## config.mk

```make
export PLATFORM = sky130hd
export DESIGN_NAME = ctrl_sequencer
export DESIGN_NICKNAME = d
export VERILOG_FILES = /design/src/rtl/mini_src_ctrl_pkg.sv /design/src/rtl/ctrl_decode.sv /design/src/rtl/ctrl_sequencer.sv
export SDC_FILE = /design/constraint.sdc
export NUM_CORES = 1
export LEC_CHECK = 0
export ABC_AREA = 1
export CORE_ASPECT_RATIO = 0.5
export CORE_UTILIZATION = 30
export DETAILED_ROUTE_END_ITERATION = 10
export PLACE_DENSITY = 0.73
export SYNTH_ARGS = -nofsm -noshare
export SYNTH_HDL_FRONTEND = slang
export SYNTH_SLANG_ARGS = --single-unit
```

## constraint.sdc

```tcl
create_clock -name clk -period 3.15 [get_ports clk]
set_input_delay 0.63 -clock clk [delete_from_list [all_inputs] [get_ports clk]]
set_output_delay 0.63 -clock clk [all_outputs]
set_load 0.1 [all_outputs]
```

## src/rtl/mini_src_ctrl_pkg.sv

```systemverilog
// Shared definitions for the Mini SRC control sequencer: state codes,
// opcode constants, opcode classification and the datapath strobe bundle.
package mini_src_ctrl_pkg;

  // State codes double as the externally visible step number.
  typedef enum logic [3:0] {
    ST_IDLE = 4'd0,
    ST_T0   = 4'd1,
    ST_T1   = 4'd2,
    ST_T2   = 4'd3,
    ST_T3   = 4'd4,
    ST_T4   = 4'd5,
    ST_T5   = 4'd6,
    ST_T6   = 4'd7,
    ST_T7   = 4'd8,
    ST_HALT = 4'd15
  } state_t;

  localparam logic [4:0] OP_LD   = 5'h00;
  localparam logic [4:0] OP_LDI  = 5'h01;
  localparam logic [4:0] OP_ST   = 5'h02;
  localparam logic [4:0] OP_ADD  = 5'h03;
  localparam logic [4:0] OP_R_LO = 5'h03;
  localparam logic [4:0] OP_R_HI = 5'h0B;
  localparam logic [4:0] OP_I_LO = 5'h0C;
  localparam logic [4:0] OP_I_HI = 5'h0E;
  localparam logic [4:0] OP_MFHI = 5'h18;
  localparam logic [4:0] OP_MFLO = 5'h19;
  localparam logic [4:0] OP_NOP  = 5'h1A;
  localparam logic [4:0] OP_HALT = 5'h1B;

  localparam logic [4:0] ALU_ADD = 5'h03;

  // Execute-phase behaviour groups; nop, halt and undefined opcodes share CLS_NONE.
  typedef enum logic [2:0] {
    CLS_LD,
    CLS_LDI,
    CLS_ST,
    CLS_R,
    CLS_I,
    CLS_MFHI,
    CLS_MFLO,
    CLS_NONE
  } op_class_t;

  // Datapath strobes, named after the DataPath control inputs they drive.
  typedef struct packed {
    logic Pout;
    logic PCinc;
    logic MARen;
    logic MDRen;
    logic MDROut;
    logic IRen;
    logic Read;
    logic Write;
    logic Gra;
    logic Grb;
    logic Grc;
    logic Rin;
    logic Rout;
    logic BAout;
    logic Cout;
    logic Yen;
    logic ZLOen;
    logic ZLOout;
    logic HIout;
    logic LOout;
  } strobes_t;

  function automatic op_class_t op_class(input logic [4:0] op);
    if (op == OP_LD)                         return CLS_LD;
    else if (op == OP_LDI)                   return CLS_LDI;
    else if (op == OP_ST)                    return CLS_ST;
    else if (op >= OP_R_LO && op <= OP_R_HI) return CLS_R;
    else if (op >= OP_I_LO && op <= OP_I_HI) return CLS_I;
    else if (op == OP_MFHI)                  return CLS_MFHI;
    else if (op == OP_MFLO)                  return CLS_MFLO;
    else                                     return CLS_NONE;
  endfunction

endpackage

```

## src/rtl/ctrl_decode.sv

```systemverilog
// Combinational strobe decoder: maps (control step, opcode) to the datapath
// strobes and ALU select. Everything is zero in IDLE and HALT.
import mini_src_ctrl_pkg::*;

module ctrl_decode (
  input  state_t     state,
  input  logic [4:0] opcode,
  output strobes_t   strobes,
  output logic [4:0] alu_control
);

  op_class_t cls;
  assign cls = op_class(opcode);

  // Per-step strobe table; defaults keep unlisted steps/classes silent.
  always_comb begin
    strobes     = '0;
    alu_control = '0;
    case (state)
      ST_T0: begin
        strobes.Pout  = 1'b1;
        strobes.MARen = 1'b1;
        strobes.PCinc = 1'b1;
      end
      ST_T1: begin
        strobes.Read  = 1'b1;
        strobes.MDRen = 1'b1;
      end
      ST_T2: begin
        strobes.MDROut = 1'b1;
        strobes.IRen   = 1'b1;
      end
      ST_T3: begin
        case (cls)
          CLS_R, CLS_I: begin
            strobes.Grb  = 1'b1;
            strobes.Rout = 1'b1;
            strobes.Yen  = 1'b1;
          end
          CLS_LDI, CLS_LD, CLS_ST: begin
            strobes.Grb   = 1'b1;
            strobes.BAout = 1'b1;
            strobes.Yen   = 1'b1;
          end
          CLS_MFHI: begin
            strobes.Gra   = 1'b1;
            strobes.Rin   = 1'b1;
            strobes.HIout = 1'b1;
          end
          CLS_MFLO: begin
            strobes.Gra   = 1'b1;
            strobes.Rin   = 1'b1;
            strobes.LOout = 1'b1;
          end
          default: ;
        endcase
      end
      ST_T4: begin
        case (cls)
          CLS_R: begin
            strobes.Grc   = 1'b1;
            strobes.Rout  = 1'b1;
            strobes.ZLOen = 1'b1;
            alu_control   = opcode;
          end
          CLS_I: begin
            strobes.Cout  = 1'b1;
            strobes.ZLOen = 1'b1;
            alu_control   = opcode;
          end
          // Address / immediate forming always adds base + constant.
          CLS_LDI, CLS_LD, CLS_ST: begin
            strobes.Cout  = 1'b1;
            strobes.ZLOen = 1'b1;
            alu_control   = ALU_ADD;
          end
          default: ;
        endcase
      end
      ST_T5: begin
        case (cls)
          CLS_R, CLS_I, CLS_LDI: begin
            strobes.ZLOout = 1'b1;
            strobes.Gra    = 1'b1;
            strobes.Rin    = 1'b1;
          end
          CLS_LD, CLS_ST: begin
            strobes.ZLOout = 1'b1;
            strobes.MARen  = 1'b1;
          end
          default: ;
        endcase
      end
      ST_T6: begin
        case (cls)
          CLS_LD: begin
            strobes.Read  = 1'b1;
            strobes.MDRen = 1'b1;
          end
          CLS_ST: begin
            strobes.Gra   = 1'b1;
            strobes.Rout  = 1'b1;
            strobes.MDRen = 1'b1;
          end
          default: ;
        endcase
      end
      ST_T7: begin
        case (cls)
          CLS_LD: begin
            strobes.MDROut = 1'b1;
            strobes.Gra    = 1'b1;
            strobes.Rin    = 1'b1;
          end
          CLS_ST: strobes.Write = 1'b1;
          default: ;
        endcase
      end
      default: ;
    endcase
  end

endmodule

```

## src/rtl/ctrl_sequencer.sv

```systemverilog
// Mini SRC hardwired control sequencer: fetch (T0-T2) with memory wait
// states, opcode-dependent execute (T3-T7), run/halt control and a sticky
// memory-timeout fault. Optional macro SINGLE_STEP_EN adds a step_req input
// that launches exactly one instruction from IDLE.
import mini_src_ctrl_pkg::*;

module ctrl_sequencer #(
  parameter int TIMEOUT = 16,
  parameter int TO_W    = 5
) (
  input  logic        clk,
  input  logic        clr,
  input  logic        run,
`ifdef SINGLE_STEP_EN
  input  logic        step_req,
`endif
  input  logic [31:0] ir,
  input  logic        mem_rdy,
  output logic        Pout,
  output logic        PCinc,
  output logic        MARen,
  output logic        MDRen,
  output logic        MDROut,
  output logic        IRen,
  output logic        Read,
  output logic        Write,
  output logic        Gra,
  output logic        Grb,
  output logic        Grc,
  output logic        Rin,
  output logic        Rout,
  output logic        BAout,
  output logic        Cout,
  output logic        Yen,
  output logic        ZLOen,
  output logic        ZLOout,
  output logic        HIout,
  output logic        LOout,
  output logic [4:0]  alu_control,
  output logic [3:0]  step,
  output logic        halted,
  output logic        mem_err
);

  localparam logic [TO_W-1:0] WAIT_LAST = TO_W'(TIMEOUT - 1);

  state_t          state;
  logic [TO_W-1:0] wait_cnt;
  logic [4:0]      opcode;
  op_class_t       cls;
  strobes_t        strobes;
  logic            start_req;
  logic            in_wait;
  logic            wait_expired;
  state_t          end_state;
  logic            unused_ir;

  assign opcode    = ir[31:27];
  assign cls       = op_class(opcode);
  assign unused_ir = ^ir[26:0];

`ifdef SINGLE_STEP_EN
  assign start_req = run | step_req;
`else
  assign start_req = run;
`endif

  // Memory wait steps: fetch read, ld operand read, st write.
  assign in_wait      = (state == ST_T1) ||
                        (state == ST_T6 && cls == CLS_LD) ||
                        (state == ST_T7 && cls == CLS_ST);
  // A ready in the final allowed cycle still counts as success.
  assign wait_expired = in_wait && !mem_rdy && (wait_cnt == WAIT_LAST);
  // Instructions always complete; run only decides whether another follows.
  assign end_state    = run ? ST_T0 : ST_IDLE;

  // Wait counter: zero outside wait steps, so every wait step starts from 0.
  always_ff @(posedge clk or posedge clr) begin
    if (clr) begin
      wait_cnt <= '0;
    end else if (!in_wait || mem_rdy) begin
      wait_cnt <= '0;
    end else begin
      wait_cnt <= wait_cnt + TO_W'(1);
    end
  end

  // Control-step FSM with registered halted / mem_err status.
  always_ff @(posedge clk or posedge clr) begin
    if (clr) begin
      state   <= ST_IDLE;
      halted  <= 1'b0;
      mem_err <= 1'b0;
    end else begin
      case (state)
        ST_IDLE: if (start_req) state <= ST_T0;
        ST_T0:   state <= ST_T1;
        ST_T1: begin
          if (mem_rdy) begin
            state <= ST_T2;
          end else if (wait_expired) begin
            state   <= ST_HALT;
            halted  <= 1'b1;
            mem_err <= 1'b1;
          end
        end
        ST_T2:   state <= ST_T3;
        ST_T3: begin
          if (opcode == OP_HALT) begin
            state  <= ST_HALT;
            halted <= 1'b1;
          end else if (cls inside {CLS_R, CLS_I, CLS_LDI, CLS_LD, CLS_ST}) begin
            state <= ST_T4;
          end else begin
            state <= end_state;
          end
        end
        ST_T4:   state <= ST_T5;
        ST_T5:   state <= (cls == CLS_LD || cls == CLS_ST) ? ST_T6 : end_state;
        ST_T6: begin
          if (cls == CLS_LD) begin
            if (mem_rdy) begin
              state <= ST_T7;
            end else if (wait_expired) begin
              state   <= ST_HALT;
              halted  <= 1'b1;
              mem_err <= 1'b1;
            end
          end else if (cls == CLS_ST) begin
            state <= ST_T7;
          end else begin
            state <= end_state;
          end
        end
        ST_T7: begin
          if (cls == CLS_ST) begin
            if (mem_rdy) begin
              state <= end_state;
            end else if (wait_expired) begin
              state   <= ST_HALT;
              halted  <= 1'b1;
              mem_err <= 1'b1;
            end
          end else begin
            state <= end_state;
          end
        end
        ST_HALT: state <= ST_HALT;
        default: state <= ST_IDLE;
      endcase
    end
  end

  ctrl_decode u_decode (
    .state       (state),
    .opcode      (opcode),
    .strobes     (strobes),
    .alu_control (alu_control)
  );

  assign step   = state;
  assign Pout   = strobes.Pout;
  assign PCinc  = strobes.PCinc;
  assign MARen  = strobes.MARen;
  assign MDRen  = strobes.MDRen;
  assign MDROut = strobes.MDROut;
  assign IRen   = strobes.IRen;
  assign Read   = strobes.Read;
  assign Write  = strobes.Write;
  assign Gra    = strobes.Gra;
  assign Grb    = strobes.Grb;
  assign Grc    = strobes.Grc;
  assign Rin    = strobes.Rin;
  assign Rout   = strobes.Rout;
  assign BAout  = strobes.BAout;
  assign Cout   = strobes.Cout;
  assign Yen    = strobes.Yen;
  assign ZLOen  = strobes.ZLOen;
  assign ZLOout = strobes.ZLOout;
  assign HIout  = strobes.HIout;
  assign LOout  = strobes.LOout;

endmodule

```

==> key figures, run 1 <==
Timing
  • Fin. max-slew vios: 0
  • Clk_skew: 0.00496 ns
  • Setup-failing EPs final: 0
  • Hold Fails Final Rpt: 0
  • Post-route setup slack: 0.113 ns
  • Unrepaired setup endpoints after global routing: no
  • Fin crit share: 96.4%
  • F_max: 329 MHz
  • Final Critical Period: 3.04 ns

Synth
  • Mapped cell area: 1080 sq um
  • Ys flop type: dfrtp_1
  • Post-synth EDFFs: 0
  • Post-synth ARST share: 100%
  • Seq/Total Area, Yosys: 25.6%
  • Post-Syn Instances: 176
  • Yosys warning count: 0
  • Post-Syn Area per Cell: 6.11 sq um
  • Post-synth net total: 214
  • Synth unique cells: 29
  • Flops & latches, synth: 11

Worst hold path
  • Hold crit path type: reg2reg

Finish
  • Final nets: 261
  • Area of the multi-input gates: 791 sq um
  • Share of layout cells above drive strength 1: 39.2%
  • Finished Layout Cells: 270
  • N_diodes: 0
  • Area Overhead vs Synth: 80.1%
  • End-of-flow core utilization: 60.5%
  • FF/Latch Area: 290 sq um
  • FILL cells: 299

Global route
  • Gr usage total: 17.5%
  • Gr ovfl total: 0
  • Vias in the first global route: 1,147
  • Largest net degree at the start of global routing: 12
  • Initial antenna violation count: 0
  • First-pass GRT wire length: 5140 um

Critical path
  • Worst-path fanout max: 6
  • WP data required: 2.52 ns
  • Largest stage delay, worst path: 0.63 ns
  • Critical-path top delay cell: clkdlybuf4s50_1
  • Worst path cell trace: clkdlybuf4s50_1 > nand2_1 > nand3_1 > o211ai_1 > nor3b_4 > nor2_2 > o2111ai_4 > buf_12
  • Critical path buffer and inverter count: 2
  • CP delay by family, top: buffers and inverters
  • R2R Setup Slk: 1.27 ns
  • CP Launch Type: input port
  • WP data arrival: 2.41 ns
  • Crit path capture type: output port
  • Setup CP Type: in2out

Clock network
  • Clock Root Buffer: clkbuf_8
  • CTS max path bufs: 2
  • CTS sink count: 11
  • Hold buffers post-CTS: 0
  • CTS tree: done
  • H-tree levels: 1
  • Worst skew pair latency: 0.24 ns
  • Worst-path clk slew: 0.05 ns
  • CTS buffer count: 3

Power and ir drop
  • Maximum vdd drop: 528 uV
  • Pwr Total: 0.00147 W
  • Leak: 0.924 nW
  • Cell Pwr Density: 757 nW/um^2

Detailed routing
  • Residual DRC count: 0
  • Routed WL: 3060 um
  • DR vias/cell: 4.76
  • Post-route ant nets: 0
  • DR pass1 iterations: 4
  • Via count: 1,285
  • Wirelength per Cell: 11.3 um
  • 1st-iter DRT viols: 49

Die
  • Starting Density: 33.6%
  • Row Count: 14
  • Boundary Pins: 67
  • Die ar.: 3840 sq um
  • DIE HEIGHT: 44.4 um
  • Core area: 3210 sq um
  • Die width: 86.7 um

Placed design
  • Placed insts: 266
  • Dpl hpwl: 2690 um
  • Pre-CTS setup slack: 0.0685 ns
  • Port buffer count: 38
  • Routability congestion estimate: 0.908

Flow run
  • Max cap viols: 0

Status
  • Run status: complete, no violations
[synth_stat cells, types with 2 or more instances]
master,number,area (sq um)
nor2_1,39,146
nand2_1,30,113
inv_1,26,97.6
nand3_1,13,65.1
dfrtp_1,11,275
o21ai_0,9,45.0
inv_2,6,22.5
a21oi_1,5,25.0
nand2_2,5,31.3
nand3_2,4,40.0
buf_4,3,22.5
nand4_1,3,18.8
nor3_1,3,15.0
ha_1,2,25.0
nor2_2,2,12.5
nor2_4,2,22.5
[path summary, 6_finish.rpt]
kind / start / to / cells past startpoint
worst max register to register: step[1] / step[0] / 9
worst min register to register: mem_err / mem_err / 1
worst min-delay path: mem_err / mem_err / 1
worst max-delay path: ir[27] / Gra / 8
min in group asynchronous: clr / halted / 2
max in group asynchronous: clr / step[1] / 2
[placed cells by master, fill, tap and decap left out, drive strengths merged]
cell	count
or2	2
o21ai	10
clkinvlp	1
nand4	3
nor3	4
a31oi	1
o2111ai	1
nor4	1
dlymetal6s2s	2
nand2	36
o211ai	1
ha	2
inv	31
clkbuf	4
dfrtp	11
a21oi	5
clkdlybuf4s50	6
nor3b	1
o22ai	1
buf	37
xor2	1
nand3	17
nor2	43
conb	1
[metrics by stage]
stage	cell area, sq um	setup TNS (ns)	hold WS (ns)
2_1_floorplan	1230	-0.520	0.432
3_3_place_gp	1890	0	0.444
6_report	1940	0	0.471
4_1_cts	1930	0	0.478
3_5_place_dp	1890	0	0.456
5_1_grt	1940	0	0.485
[final cells by class]
cell class / instances / area share [%]
Clock buffer: 4 / 2.32
Inverter: 32 / 6.52
Multi-Input combinational cell: 130 / 40.8
Sequential cell: 11 / 15.0
Tap cell: 48 / 3.10
Timing Repair Buffer: 45 / 32.3
[sequential cells by signal, indices dropped and copies added, names as in the netlist]
register	flops
halted	1
wait_cnt	5
mem_err	1
step	4
[metal layers]
metal | share of wire, % | track usage, % | up-vias
li1 | - | - | 651
met1 | 46 | 23.6 | 592
met2 | 49 | 30.0 | 36
met3 | 3.9 | 0.560 | 6
met4 | 1.7 | 8.00 | 0
met5 | 0 | 0 | -
[power breakdown]
group	switching, W	internal, W
logic	0.000818	0.000300
clock network	0.0000494	0.0000885
registers	0.0000348	0.000176
[logic make-up (layout without fill, tap and decap cells)]
group,Yosys count,after routing,share of synthesized area [%]
AND/OR/NAND/NOR,107,107,48.0
AO/OA/AOI/OAI,19,19,9.65
other,1,1,0.349
XOR/XNOR,1,1,0.814
flip-flops,11,11,25.6
buffers and inverters,35,81,13.3
adder cells (fa/ha/maj),2,2,2.33
[what timing repair did]
| item | CTS | global route |
|---|---|---|
| hold endpoints to repair | 0 | 0 |
| endpoints found under the setup margin | 0 | 7 |
| buffers inserted | 0 | 0 |
| gates resized for setup | 0 | 2 |
Note: power is estimated with default switching activity, not from simulation.
==> inputs of run 2 (changes only) <==
Settings changed: CELL_PAD_IN_SITES_DETAIL_PLACEMENT set to 0, CELL_PAD_IN_SITES_GLOBAL_PLACEMENT set to 1, CORE_UTILIZATION 30 to 25, PLACE_DENSITY 0.73 to 0.9, REMOVE_ABC_BUFFERS set to 1.
==> run 2 against run 1 <==
Register-to-register slack gained 0.07 ns. Non-clock buffer count shrank 2. Sequential power shrank 9%. Highest routed layer unchanged. Clock power is essentially flat. Die area grew 19%. Routed wire length grew 7.0%. Cell count grew 1.5%. Total power shrank 4.2%. Largest power group unchanged. Clock skew shrank 0.0023 ns. Critical endpoint unchanged. Sequential share of layout area grew 0.42 points. Core utilization shrank 16 points. Via count shrank 2.4%.
==> key figures, run 2 (same netlist as run 1, synthesis figures left out) <==
Timing
  • Unrepaired setup endpoints after global routing: no
  • Fin crit share: 97.0% (+0.54 points)
  • F_max: 327 MHz (-0.55%)
  • Final Critical Period: 3.05 ns (+0.0169 ns)
  • Fin. max-slew vios: 0 (unchanged)
  • Clk_skew: 0.00270 ns (-0.00225 ns)
  • Hold Fails Final Rpt: 0 (unchanged)
  • Setup-failing EPs final: 0 (unchanged)

Die
  • Core area: 4000 sq um (+25%)
  • Boundary Pins: 67 (unchanged)
  • Row Count: 16 (+2)
  • DIE HEIGHT: 48.4 um (+9.1%)
  • Die width: 94.8 um (+9.3%)
  • Die ar.: 4590 sq um (+19%)
  • Starting Density: 26.9% (-6.7 points)

Global route
  • Gr usage total: 14.4% (-3.0 points)
  • Vias in the first global route: 1,148 (+0.087%)
  • Initial antenna violation count: 0 (unchanged)
  • First-pass GRT wire length: 5300 um (+3.1%)
  • Largest net degree at the start of global routing: 12 (unchanged)
  • Gr ovfl total: 0 (unchanged)

Clock network
  • Worst-path clk slew: 0.05 ns (about the same)
  • CTS tree: done
  • Hold buffers post-CTS: 0 (unchanged)
  • Setup Buffers After CTS: 0 (unchanged)
  • Worst skew pair latency: 0.23 ns (about the same)
  • CTS max path bufs: 2 (unchanged)
  • Cts repair resizes: 0 (unchanged)
  • Clock Root Buffer: clkbuf_8
  • CTS buffer count: 3 (unchanged)
  • CTS sink count: 11 (unchanged)
  • H-tree levels: 1 (unchanged)

Detailed routing
  • DR pass1 iterations: 5 (+1)
  • 1st-iter DRT viols: 72 (+47%)
  • Post-route ant nets: 0 (unchanged)
  • Routed WL: 3270 um (+7.0%)
  • DR vias/cell: 4.58 (-3.8%)
  • Via count: 1,254 (-2.4%)
  • Wirelength per Cell: 11.9 um (+5.4%)
  • Residual DRC count: 0 (unchanged)

Finish
  • Most common cell after layout, fill and taps aside: nor2_1
  • Max reg flops: 5 (unchanged)
  • Share of layout cells above drive strength 1: 28.6% (-11 points)
  • Final nets: 259 (-0.77%)
  • N_diodes: 0 (unchanged)
  • Commonest non-fill, non-tap cells in the layout: nor2_1 (39), nand2_1 (30), inv_1 (26)
  • Biggest register: wait_cnt
  • FILL cells: 420 (+40%)
  • Area Overhead vs Synth: 66.2%
  • End-of-flow core utilization: 44.7% (-16 points)

Critical path
  • WP data required: 2.52 ns (about the same)
  • Worst-path fanout max: 6 (unchanged)
  • Setup CP Type: in2out
  • Crit path capture type: output port
  • Worst path cell trace: clkdlybuf4s50_1 > nand2_1 > nand3_1 > o211ai_1 > nor3b_2 > nor2_1 > o2111ai_1 > buf_12
  • Critical-path top delay cell: clkdlybuf4s50_1
  • CP Launch Type: input port
  • WP data arrival: 2.42 ns (about the same)
  • Largest stage delay, worst path: 0.64 ns (about the same)

Flow run
  • Max cap viols: 0 (unchanged)

Worst hold path
  • Hold crit path type: reg2reg

Status
  • Run status: complete, no violations

Power and ir drop
  • Leak: 0.887 nW (-4.0%)
  • Pwr Total: 0.00140 W (-4.2%)
  • Cell Pwr Density: 786 nW/um^2 (+3.8%)
  • Maximum vdd drop: 436 uV (-17%)

Placed design
  • Dpl hpwl: 2760 um (+2.7%)
  • Routability congestion estimate: 0.865 (-4.7%)
  • Port buffer count: 38 (unchanged)
==> run 2: changes by cell type in the layout (fill, tap and decap cells not counted), sizes merged <==
cell,before,now
clkinvlp,1,0
buf,37,35
inv,31,32
dlymetal6s2s,2,0
clkdlybuf4s50,6,8
==> run 2: layout make-up <==
cell class              count  area (sq um)  share of cell area (%)
clock buffers               4          45.0                    2.52
inverters                  32           120                    6.72
multi-input cells         130           674                    37.7
flip-flops and latches     11           275                    15.4
well taps                  54          67.6                    3.78
repair buffers             43           606                    33.9
==> run 2: per-layer routing <==
| metal | wire (um) | vias to the layer above | track usage [%] |
|---|---|---|---|
| li1 | - | 642 | - |
| met1 | 1550 | 569 | 20.1 |
| met2 | 1530 | 39 | 23.6 |
| met3 | 170 | 4 | 1.73 |
| met4 | 27 | 0 | 3.79 |
| met5 | 0 | - | 0 |
==> run 2: power by group <==
| part | switching, W | internal [W] | leakage, nW |
|---|---|---|---|
| sequential | 0.0000273 | 0.000164 | 0.144 |
| combinational | 0.000792 | 0.000282 | 0.720 |
| clock | 0.0000504 | 0.0000887 | 0.0228 |
| total | 0.000870 | 0.000535 | 0.887 |
==> run 2: stage by stage <==
stage	setup WS [ns]	area (sq um)	setup TNS [ns]	hold WS [ns]	std cells
floorplan	-2.33	1050	-26.78	0.432	173
global placement	0.123	1730	0	0.447	270
detailed placement	0.0932	1730	0	0.454	270
CTS	0.0824	1770	0	0.460	274
global route	0.0314	1790	0	0.483	274
finish	0.0960	1790	0	0.463	274
==> run 2: worst max-delay path, delay by kind of cell <==
kind / cells / cell delay [ns]
buf+inv: 2 / 0.85
simple gates: 4 / 0.62
compound gates: 2 / 0.31
==> run 2: final timing paths <==
path	start	end	slack, ns	cells after the start
min in group asynchronous	clr	mem_err	0.71	2
hold / removal	wait_cnt[0]	wait_cnt[0]	0.46	1
max in group asynchronous	clr	wait_cnt[3]	2.13	2
hold reg to reg	wait_cnt[0]	wait_cnt[0]	0.46	1
setup / recovery	ir[27]	Gra	0.1	8
setup reg to reg	step[1]	step[0]	1.34	9
